--- src/rtl/uart_pkg.sv ---
// ============================================================================
// Module      : uart_pkg
// Description : Shared UART constants and the byte type used by every stage.
// Revision    : 1.0 - initial release
// ============================================================================
`default_nettype none

package uart_pkg;

    localparam int UART_BYTE_W   = 8;
    localparam int RX_FIFO_DEPTH = 16;

    typedef logic [UART_BYTE_W-1:0] uart_byte_t;

endpackage : uart_pkg

`default_nettype wire

--- src/rtl/fifo_mem.sv ---
// ============================================================================
// Module      : fifo_mem
// Description : Register array, one synchronous write port, one async read port.
// Revision    : 1.0 - initial release
// ============================================================================
`default_nettype none

module fifo_mem #(
    parameter int DEPTH  = 16,
    parameter int WIDTH  = 8,
    parameter int ADDR_W = $clog2(DEPTH)
) (
    input  logic              clk,
    input  logic              rst,
    input  logic              i_wr_en,
    input  logic [ADDR_W-1:0] i_wr_addr,
    input  logic [WIDTH-1:0]  i_wr_data,
    input  logic [ADDR_W-1:0] i_rd_addr,
    output logic [WIDTH-1:0]  o_rd_data
);

    logic [WIDTH-1:0] r_mem [DEPTH];

    // Every entry clears on reset so the head reads as zero afterwards.
    for (genvar i = 0; i < DEPTH; i++) begin : g_entry
        always_ff @(posedge clk or posedge rst) begin
            if (rst) begin
                r_mem[i] <= '0;
            end else if (i_wr_en && (i_wr_addr == ADDR_W'(i))) begin
                r_mem[i] <= i_wr_data;
            end
        end
    end

    assign o_rd_data = r_mem[i_rd_addr];

endmodule : fifo_mem

`default_nettype wire

--- src/rtl/uart_rx_fifo.sv ---
// ============================================================================
// Module      : uart_rx_fifo
// Description : First-word fall-through receive byte queue with sticky overflow.
// Revision    : 1.0 - initial release
// ============================================================================
`default_nettype none

module uart_rx_fifo
    import uart_pkg::*;
#(
    parameter int DEPTH = RX_FIFO_DEPTH,
    parameter int WIDTH = UART_BYTE_W
) (
    input  logic                     clk,
    input  logic                     reset,
    input  logic [WIDTH-1:0]         DataIn,
    input  logic                     DataInEn,
    output logic [WIDTH-1:0]         Data,
    output logic                     DataEn,
    input  logic                     DataAck,
    output logic [$clog2(DEPTH):0]   Count,
    output logic                     Full,
    output logic                     Empty,
    output logic                     Overflow,
    input  logic                     OvfClr
);

    localparam int c_PTR_W = $clog2(DEPTH);
    localparam int c_CNT_W = c_PTR_W + 1;

    logic [c_PTR_W-1:0] r_wr_ptr;
    logic [c_PTR_W-1:0] r_rd_ptr;
    logic [c_CNT_W-1:0] r_count;
    logic               r_overflow;

    logic w_full;
    logic w_empty;
    logic w_pop;
    logic w_push;
    logic w_drop;

    assign w_full  = (r_count == c_CNT_W'(DEPTH));
    assign w_empty = (r_count == '0);
    assign w_pop   = DataAck && !w_empty;
    // A pop frees the slot in the same edge, so a full queue still accepts.
    assign w_push  = DataInEn && (!w_full || w_pop);
    assign w_drop  = DataInEn && w_full && !w_pop;

    fifo_mem #(
        .DEPTH  (DEPTH),
        .WIDTH  (WIDTH),
        .ADDR_W (c_PTR_W)
    ) u_mem (
        .clk       (clk),
        .rst       (reset),
        .i_wr_en   (w_push),
        .i_wr_addr (r_wr_ptr),
        .i_wr_data (DataIn),
        .i_rd_addr (r_rd_ptr),
        .o_rd_data (Data)
    );

    always_ff @(posedge clk or posedge reset) begin
        if (reset) begin
            r_wr_ptr   <= '0;
            r_rd_ptr   <= '0;
            r_count    <= '0;
            r_overflow <= 1'b0;
        end else begin
            if (w_push) begin
                r_wr_ptr <= r_wr_ptr + c_PTR_W'(1);
            end
            if (w_pop) begin
                r_rd_ptr <= r_rd_ptr + c_PTR_W'(1);
            end
            case ({w_push, w_pop})
                2'b10:   r_count <= r_count + c_CNT_W'(1);
                2'b01:   r_count <= r_count - c_CNT_W'(1);
                default: r_count <= r_count;
            endcase
            if (w_drop) begin
                r_overflow <= 1'b1;
            end else if (OvfClr) begin
                r_overflow <= 1'b0;
            end
        end
    end

    assign Count    = r_count;
    assign Full     = w_full;
    assign Empty    = w_empty;
    assign DataEn   = !w_empty;
    assign Overflow = r_overflow;

endmodule : uart_rx_fifo

`default_nettype wire

--- config.mk ---
export PLATFORM = sky130hd
export DESIGN_NAME = uart_rx_fifo
export DESIGN_NICKNAME = d
export VERILOG_FILES = /design/src/rtl/uart_pkg.sv /design/src/rtl/fifo_mem.sv /design/src/rtl/uart_rx_fifo.sv
export SDC_FILE = /design/constraint.sdc
export NUM_CORES = 1
export LEC_CHECK = 0
export BUFFER_PORTS_ARGS = -buffer_cell sky130_fd_sc_hd__buf_2
export CAP_MARGIN = 20
export CORE_ASPECT_RATIO = 2
export CORE_MARGIN = 4
export CORE_UTILIZATION = 45
export CTS_BUF_LIST = sky130_fd_sc_hd__clkbuf_16
export DETAILED_ROUTE_END_ITERATION = 16
export SLEW_MARGIN = 20
export SYNTH_ARGS = -nofsm -noshare
export SYNTH_HDL_FRONTEND = slang
export SYNTH_SLANG_ARGS = --single-unit
--- constraint.sdc ---
create_clock -name clk -period 11.6 [get_ports clk]
set_input_delay 2.9 -clock clk [delete_from_list [all_inputs] [get_ports clk]]
set_output_delay 2.9 -clock clk [all_outputs]
set_load 0.05 [all_outputs]
# [Word level (Yosys, flattened, before mapping)]
# Cells that the tools add are included.
# W data, S select, Z words.
[totals] register_bits=142 in_bits=13
[classes] add_sub_neg=4 order_cmp=1 n_eq_ne=18 mux=6 bitwise_logic=1 reduce_logical=28
[ops] operator="$bmux W8 S4" count=1
[ops] operator="$eq A4 B4 Y1 const B" count=8
[ops] operator="$logic_and A1 B1 Y1" count=20
[ops] operator="$eq A4 B3 Y1 const B" count=4
[ops] operator="$mux W8" count=2
[ops] operator="$pmux W5 S2" count=1
[ops] operator="$add A4 B1 Y4 const B" count=2
[ops] operator="$eq A4 B2 Y1 const B" count=2
[ops] operator="$add A5 B1 Y5 const B" count=1
[ops] operator="$eq A5 B5 Y1 const B" count=1
[ops] operator="$ge A5 B5 Y1 const B" count=1
[ops] operator="$logic_not A5 Y1" count=1
[ops] operator="$not A4 Y5" count=1
[ops] operator="$sub A5 B1 Y5 const B" count=1
[ops] operator="$eq A4 B1 Y1 const B" count=1
[ops] operator="$logic_not A4 Y1" count=1
[ops] operator="$reduce_bool A2 Y1" count=2
[ops] operator="$logic_not A1 Y1" count=3
[ops] operator="$eq A2 B1 Y1 const B" count=1
[ops] operator="$eq A2 B2 Y1 const B" count=1
[ops] operator="$mux W1" count=2
[ops] operator="$logic_or A1 B1 Y1" count=1

# [Logic depth before layout (Yosys ltp)]
# Gate-level depths: netlist (run 1).
[depth] word_depth=7 depth_mapped=9

# [Modules after synthesis]
# A second synthesis (run 1) with hierarchy kept.
[hier_totals] cells_unflattened=439 hier_area_um2=6790.3
[modules_own_cells] mod="fifo_mem" n_inst=1 cells_per_inst=366 area_per_inst_um2=5939.4 seq_area_each_um2=3203.1
[modules_own_cells] mod="uart_rx_fifo" n_inst=1 cells_per_inst=73 area_per_inst_um2=850.8 seq_area_each_um2=350.3

# [Least setup slack after synthesis (run 1)]
# OpenSTA, ideal clock, no wires.
[synth_timing] path_type="flip-flop to output port" start="register r_count[1] (netlist: Count[1])" end="output port Empty" arrival_time_ns=2.062 setup_slack_ns=6.638 stages_incl_launch_ff=4 n_path_buf=0 cell_sequence="dfrtp_1 > nor4_4 > nand2b_1 > inv_1"
[synth_via] elab_chain_cells=1
[synth_lines] element="start, declared" line="uart_rx_fifo.sv:33" text="logic [c_CNT_W-1:0] r_count;"
[synth_lines] element="start signal, assigned" line="uart_rx_fifo.sv:77" text="2'b10: r_count <= r_count + c_CNT_W'(1);"
[synth_lines] element="start signal, assigned" line="uart_rx_fifo.sv:78" text="2'b01: r_count <= r_count - c_CNT_W'(1);"
[synth_lines] element="start signal, assigned" line="uart_rx_fifo.sv:79" text="default: r_count <= r_count;"
[synth_lines] element="$logic_not A5 Y1" line="uart_rx_fifo.sv:43" text="assign w_empty = (r_count == '0);"
[synth_lines] element="end, declared" line="uart_rx_fifo.sv:23" text="output logic Empty,"
# No other way between the ends.

# [Worst setup path after layout (run 1)]
[layout_timing] start="register r_rd_ptr[0]" end="output port Data[4]"
[layout_via] elab_chain_cells=4
[layout_lines] element="start, declared" line="uart_rx_fifo.sv:32" text="logic [c_PTR_W-1:0] r_rd_ptr;"
[layout_lines] element="start signal, assigned" line="uart_rx_fifo.sv:74" text="r_rd_ptr <= r_rd_ptr + c_PTR_W'(1);"
[layout_lines] element="$not A4 Y5 (not written as such)" line="fifo_mem.sv:35" text="assign o_rd_data = r_mem[i_rd_addr];"
[layout_lines] element="$bmux W8 S4" line="fifo_mem.sv:35"
[layout_lines] element="$mux W8 (not written as such) (2 in a row)" line="fifo_mem.sv:35"
[layout_lines] element="end, declared" line="uart_rx_fifo.sv:18" text="output logic [WIDTH-1:0] Data,"
# No other way between the ends. The select of a mux whose other input is x is not followed.

==> summary.txt, run 1 <==
Critical path
  • Critical Setup Path Class: reg2out
  • Crit-path cells: buf_4 -> mux4_2 -> a22oi_1 -> nand2_1 -> buf_2
  • Top delay family on crit path: buffers and inverters
  • Startpoint type of the worst setup path: flop
  • Crit-path slowest cell: mux4_2
  • Cells on worst reg2reg path: 9
  • Stages on worst setup path: 5
  • Peak per-stage delay on the critical path: 0.60 ns
  • Worst r2r src: Count[0]$_DFFE_PP0P_
  • Worst Path Arrival: 2.53 ns
  • Critical Path Fanout Max: 35
  • Crit Reg-Reg Endpoint: Count[2]$_DFFE_PP0P_
  • Crit path launch: r_rd_ptr[0]$_DFFE_PP0N_
  • CP required: 8.70 ns
  • Critical Path End: Data[4]
  • Worst Setup End Kind: primary output
  • WP buf/inv: 2
  • Reg-to-reg slack, setup: 8.91 ns

Global routing
  • Pin count of the biggest net entering global routing: 77
  • First-pass GRT wire length: 24,600 µm
  • Antenna violations before repair: 0
  • Vias in the first global route: 4,354
  • Total track usage: 18.9%
  • Congestion Overflow GR: 0

Synthesis
  • Seq cells post-synth: 142
  • Largest family of logic cells by synthesized area: multiplexers
  • EDFF count, synth: 0
  • Adder-Cell Fraction of Synth Area: 1.70%
  • Avg Cell Area, Syn: 15.4 µm²
  • Mapped Area: 7050 µm²
  • Post-synthesis compound-gate area fraction: 3.85%
  • Syn_nets: 480
  • Synth Area in XOR/XNOR: 1.12%
  • Post-Synthesis Cells: 458
  • Synth warnings: 0
  • Synth Area in Simple Gates: 6.72%
  • Sequential area share after synthesis: 50.4%
  • Proportion of synthesized area in mux cells: 33.8%
  • Unique masters post-synth: 43
  • Post-synth ARST share: 100%
  • Main synth FF type: dfrtp_1

Place
  • Post-Place Worst Slack: 6.57 ns
  • DP HPWL: 10,200 µm
  • Global placement routability congestion: 0.760
  • PortBufs: 29

Route
  • DRT Wirelength: 15,300 µm
  • Via density: 5.68
  • Drt drc: 0
  • Initial DRC count: 155
  • Vias: 3,944
  • TritonRoute pass-1 iters: 4
  • Wire per inst: 22.0 µm
  • Post-route ant nets: 0

Finish
  • Antenna cells: 0
  • Commonest non-fill, non-tap cell in the layout: dfrtp_1
  • Area grow syn2layout: 12.2%
  • Layout Nets: 505
  • Core occupancy in the finished layout: 51.5%
  • Commonest cells after routing, fill and taps aside: 141 x dfrtp_1, 81 x mux2_2, 48 x mux2_4, 32 x mux4_2, 29 x buf_2
  • Fillers: 1,323
  • Register area: 3550 µm²
  • Layout cells sized above 1: 48.6%
  • Multi-input logic area: 3330 µm²

Clocking
  • Cts repair resizes: 0
  • Htree depth: 4
  • Clock transition at path regs: 0.06 ns
  • Clock buffer depth: 2
  • Clock Latency Late Sink: 0.42 ns
  • CTS buffer count: 17
  • CTS Sinks: 142
  • CTS root buf: clkbuf_16
  • CTS tree: built
  • Post-CTS Hold Buffers: 0
  • Setup bufs post-CTS: 0

STA
  • WHS: 0.485 ns
  • Final Skew: 0.0106 ns
  • Final hold vios: 0
  • Unrepaired setup endpoints after global routing: false
  • Fmax: 184 MHz
  • Slew @ Worst Pin: 0.988 ns
  • Endpoints failing setup: 0
  • Part of the cycle the worst path needs: 46.8%
  • Final WS setup: 6.17 ns
  • Setup tns final: 0 ns
  • Final Slew Violations: 0
  • Min Clock Period, post-route: 5.43 ns
  • Rel. slew slack: 34.0%

Worst hold path
  • Min-delay worst type: reg2reg

Floorplan
  • Core Box Area: 15,400 µm²
  • I/O pin total: 30
  • FP Rows: 64
  • Die Ht: 185 µm
  • Die width: 96.5 µm
  • Starting Density: 45.9%
  • DIE AREA: 17,900 µm²

Power
  • Leak Pwr: 3.42 nW
  • Max IR drop VDD: 126 µV
  • Pwr/cell area: 317 nW/µm²

Run status
  • Outcome: finished clean

Run
  • Maximum Capacitance Violations: 0
[metrics by stage]
stage	cells	instance area (µm²)	power, mW
5_1_grt	694	7910	2.64
2_1_floorplan	458	7050	1.75
3_5_place_dp	662	7340	1.99
6_report	694	7910	2.50
4_1_cts	694	7910	2.53
3_3_place_gp	662	7340	1.95
[cells by family (layout without fill, tap and decap cells)]
family,count (synthesis),after routing
xor+xnor,9,9
compound gates,37,37
flops,142,142
buf+inv,35,73
simple gates,62,62
mux,164,164
fa+ha+maj,9,9
[worst min path at each step]
stage / start / to / slack, ns / cells past startpoint
global placement: u_mem.r_mem[102]$_DFFE_PP0P_ / u_mem.r_mem[102]$_DFFE_PP0P_ / 0.48 / 1
CTS: u_mem.r_mem[102]$_DFFE_PP0P_ / u_mem.r_mem[102]$_DFFE_PP0P_ / 0.49 / 1
global route: u_mem.r_mem[65]$_DFFE_PP0P_ / u_mem.r_mem[65]$_DFFE_PP0P_ / 0.51 / 1
detailed placement: u_mem.r_mem[102]$_DFFE_PP0P_ / u_mem.r_mem[102]$_DFFE_PP0P_ / 0.48 / 1
finish: u_mem.r_mem[102]$_DFFE_PP0P_ / u_mem.r_mem[102]$_DFFE_PP0P_ / 0.49 / 1
floorplan: r_wr_ptr[2]$_DFFE_PP0P_ / r_wr_ptr[2]$_DFFE_PP0P_ / 0.46 / 1
[report_power, final]
group	internal [mW]	leakage (nW)	total (mW)	switching (mW)
sequential	0.737	1.75	0.894	0.157
clock	0.315	0.286	0.530	0.215
combinational	0.536	1.39	1.08	0.543
total	1.59	3.42	2.50	0.915
[flip-flops by register name, summed over array words and instances (netlist names)]
signal	flops
Count	5
r_wr_ptr	4
Overflow	1
u_mem.r_mem	128
r_rd_ptr	4
[Yosys cell counts, drive strengths merged (2+ instances only)]
cell    instances  area share [%]
and2            3            0.27
nor4b           4             1.3
nor2b           4            0.46
a21oi           4            0.28
nor3            8             1.7
o21ai           5            0.35
buf            12             1.2
xor2            3            0.37
inv             8            0.43
nand2          21             1.1
nor4            2            0.39
mux4           32              10
ha              8             1.4
o211ai          2            0.21
nand2b          7            0.62
clkbuf         15            0.80
nand3           3            0.21
mux2          130              23
xnor2           6            0.75
nor2            8            0.43
dfrtp         142              50
mux2i           2            0.28
a22oi          17             1.8
[cell type report]
class                      count  share of cell area, %
sequential                   142                   44.9
multi-input combinational    281                   42.1
clock buffer                  17                   5.38
tap                          198                   3.13
timing repair buffer          33                   2.21
clock inverter                15                   1.82
inverter                       8                  0.443
[worst register-to-register path, delay by kind of cell, from the launching register on]
| family | cells | cell delay [ns] |
|---|---|---|
| adder cells (fa/ha/maj) | 1 | 0.32 |
| buffers and inverters | 1 | 0.08 |
| XOR/XNOR | 1 | 0.28 |
| AO/OA/AOI/OAI | 3 | 0.41 |
| flip-flops | 1 | 0.46 |
| AND/OR/NAND/NOR | 3 | 0.99 |
[metal layers]
metal	track usage, %	vias to the layer above	routed length (µm)
li1	-	1757	-
met3	3.58	18	344
met1	22.4	2108	6120
met4	6.58	0	274
met2	33.5	61	8530
met5	0	-	0
Power figures use the tool's default switching activity.
==> run 2, diff against run 1 <==
Clock period 11.6 ns to 5.55 ns, I/O delays scaled along.
==> run 2 against run 1 <==
Critical path depth unchanged. Final cell count is 0.14% higher. Sequential power grew 120%. Global-route usage is 0.15 points higher. Register-to-register slack got worse by 6.0 ns. Combinational power is 100% higher. Routed wire length increased by 2.1%. Die area did not move. Via count increased by 0.58%. Clock-buffer cell count unchanged. Design area grew 0.16%. Clock skew decreased by 0.0018 ns. Critical endpoint unchanged. Largest power group unchanged.
==> summary.txt, run 2 (synthesized netlist as in run 1, its figures left out) <==
Run status
  • Outcome: finished clean

STA
  • Min Clock Period, post-route: 4.16 ns
  • Fmax: 240 MHz
  • Part of the cycle the worst path needs: 75.0%
  • Slew @ Worst Pin: 0.983 ns (-0.00535 ns)
  • Rel. slew slack: 34.3% (+0.36 points)
  • Final Slew Violations: 0 (unchanged)
  • Setup tns final: 0 ns (unchanged)
  • Endpoints failing setup: 0 (unchanged)
  • Final hold vios: 0 (unchanged)
  • Final Skew: 0.00888 ns (-0.00175 ns)
  • Unrepaired setup endpoints after global routing: false

Global routing
  • Total track usage: 19.0% (+0.15 points)
  • Antenna violations before repair: 0 (unchanged)
  • First-pass GRT wire length: 24,900 µm (+0.98%)
  • Pin count of the biggest net entering global routing: 111 (+44%)
  • Congestion Overflow GR: 0 (unchanged)
  • Vias in the first global route: 4,306 (-1.1%)

Critical path
  • Crit-path slowest cell: dfrtp_2
  • WP buf/inv: 2 (unchanged)
  • Crit-path cells: buf_4 -> mux4_2 -> a22oi_1 -> nand2_1 -> buf_2
  • Cells on worst reg2reg path: 9 (unchanged)
  • Top delay family on crit path: flip-flops
  • Worst Path Arrival: 2.78 ns (+0.25 ns)
  • Worst Setup End Kind: primary output
  • Peak per-stage delay on the critical path: 0.82 ns (+0.22 ns)
  • Crit Reg-Reg Endpoint: Count[2]$_DFFE_PP0P_
  • CP required: 4.16 ns (-4.54 ns)
  • Reg-to-reg slack, setup: 2.90 ns (-6.01 ns)
  • Critical Setup Path Class: reg2out
  • Worst r2r src: Count[1]$_DFFE_PP0P_
  • Startpoint type of the worst setup path: flop
  • Critical Path Fanout Max: 20 (-43%)

Route
  • TritonRoute pass-1 iters: 4 (unchanged)
  • DRT Wirelength: 15,600 µm (+2.1%)
  • Via density: 5.71 (+0.44%)
  • Post-route ant nets: 0 (unchanged)
  • Drt drc: 0 (unchanged)
  • Vias: 3,967 (+0.58%)
  • Wire per inst: 22.4 µm (+1.9%)
  • Initial DRC count: 148 (-4.5%)

Finish
  • Multi-input logic area: 3330 µm² (unchanged)
  • Area grow syn2layout: 12.3%
  • Register area: 3550 µm² (unchanged)
  • Layout cells sized above 1: 49.1% (+0.51 points)
  • Biggest register: u_mem.r_mem
  • Commonest non-fill, non-tap cell in the layout: dfrtp_1
  • Fillers: 1,330 (+0.53%)
  • Max reg flops: 128 (unchanged)
  • Non-filler cells, final: 695 (+0.14%)
  • Antenna cells: 0 (unchanged)
  • Core occupancy in the finished layout: 51.5% (+0.081 points)
  • Final Cell Area: 7920 µm² (+0.16%)
  • Commonest cells after routing, fill and taps aside: 141 x dfrtp_1, 81 x mux2_2, 48 x mux2_4, 32 x mux4_2, 29 x buf_2
  • Layout Nets: 506 (+0.20%)

Power
  • Sw frac: 37.5% (+0.93 points)
  • Power Total: 5.19 mW (+110%)
  • Pwr/cell area: 655 nW/µm² (+110%)
  • Comb pwr share: 42.2% (-0.9 points)
  • Internal power: 3.25 mW (+100%)
  • Leak Pwr: 3.40 nW (-0.45%)
  • Clk network pwr share: 20.7% (-0.5 points)
  • Sequential power share: 37.2% (+1.5 points)
  • P_sw: 1.95 mW (+110%)
  • Max IR drop VDD: 282 µV (+120%)

Floorplan
  • Die width: 96.5 µm (unchanged)
  • Die Ht: 185 µm (unchanged)
  • I/O pin total: 30 (unchanged)
  • FP Rows: 64 (unchanged)
  • Core Box Area: 15,400 µm² (unchanged)
  • Starting Density: 45.9% (unchanged)
  • DIE AREA: 17,900 µm² (unchanged)

Worst hold path
  • Hold path depth: 1 (unchanged)
  • Min-delay worst type: reg2reg
  • End point of the worst hold path: r_wr_ptr[2]$_DFFE_PP0P_
  • Min-delay src: r_wr_ptr[2]$_DFFE_PP0P_

Clocking
  • Clock Latency Late Sink: 0.42 ns (about the same)
  • CTS root buf: clkbuf_16
  • Clock buffer depth: 2 (unchanged)
  • CTS Sinks: 142 (unchanged)
  • Clock transition at path regs: 0.06 ns (about the same)
  • Cts repair resizes: 0 (unchanged)
  • Setup bufs post-CTS: 0 (unchanged)
  • Post-CTS Hold Buffers: 0 (unchanged)
  • Htree depth: 4 (unchanged)
  • CTS buffer count: 17 (unchanged)
  • CTS tree: built

Place
  • Area after DPL: 7340 µm² (unchanged)
  • Global placement routability congestion: 0.739 (-2.7%)
  • Placed cells: 662 (unchanged)
  • PortBufs: 29 (unchanged)
  • DP HPWL: 10,400 µm (+1.7%)

Run
  • Maximum Capacitance Violations: 0 (unchanged)
[run 2: cell count changes in the layout (fill, tap and decap cells not counted), sizes merged]
| cell | previous run | this run |
|---|---|---|
| clkinv | 8 | 4 |
| clkinvlp | 1 | 5 |
| bufinv | 2 | 0 |
| inv | 12 | 14 |
| buf | 33 | 34 |
[run 2: layout make-up]
| cell class | instances | share of cell area (%) |
|---|---|---|
| Clock buffer | 17 | 5.37 |
| Clock inverter | 15 | 1.63 |
| Timing Repair Buffer | 34 | 2.56 |
| Tap cell | 198 | 3.13 |
| Sequential cell | 142 | 44.9 |
| Multi-Input combinational cell | 281 | 42.0 |
| Inverter | 8 | 0.442 |
[run 2: power groups by stage]
stage	clock network [mW]	logic [mW]	registers, mW
after floorplan	0	1.85	1.81
after global placement	0	2.17	1.92
after detailed placement	0	2.21	1.94
after CTS	1.09	2.21	1.93
final	1.07	2.19	1.93
after global routing	1.14	2.34	1.99
[run 2: worst max-delay path by stage]
stage,start,endpoint,slack (ns),cells after the start
finish,r_rd_ptr[0]$_DFFE_PP0N_,Data[4],1.39,5
global route,r_rd_ptr[0]$_DFFE_PP0N_,Data[4],1.19,5
CTS,r_rd_ptr[0]$_DFFE_PP0N_,Data[4],1.25,5
detailed placement,r_rd_ptr[0]$_DFFE_PP0N_,Data[4],1.73,5
global placement,r_rd_ptr[0]$_DFFE_PP0N_,Data[4],1.76,5
floorplan,reset,Count[0]$_DFFE_PP0P_,0.35,1
[run 2: per-stage QoR]
stage                     setup slack, ns  hold WS (ns)
after global placement               1.76         0.478
after detailed placement             1.73         0.483
final                                1.39         0.491
after global routing                 1.19         0.519
after floorplan                     0.353         0.458
after CTS                            1.25         0.492
[run 2: per-layer routing]
layer	up-vias	track usage, %	routed length, µm
li1	1760	-	-
met1	2123	23.2	6390
met2	60	33.0	8520
met3	24	3.94	375
met4	0	6.35	307
met5	-	0	0
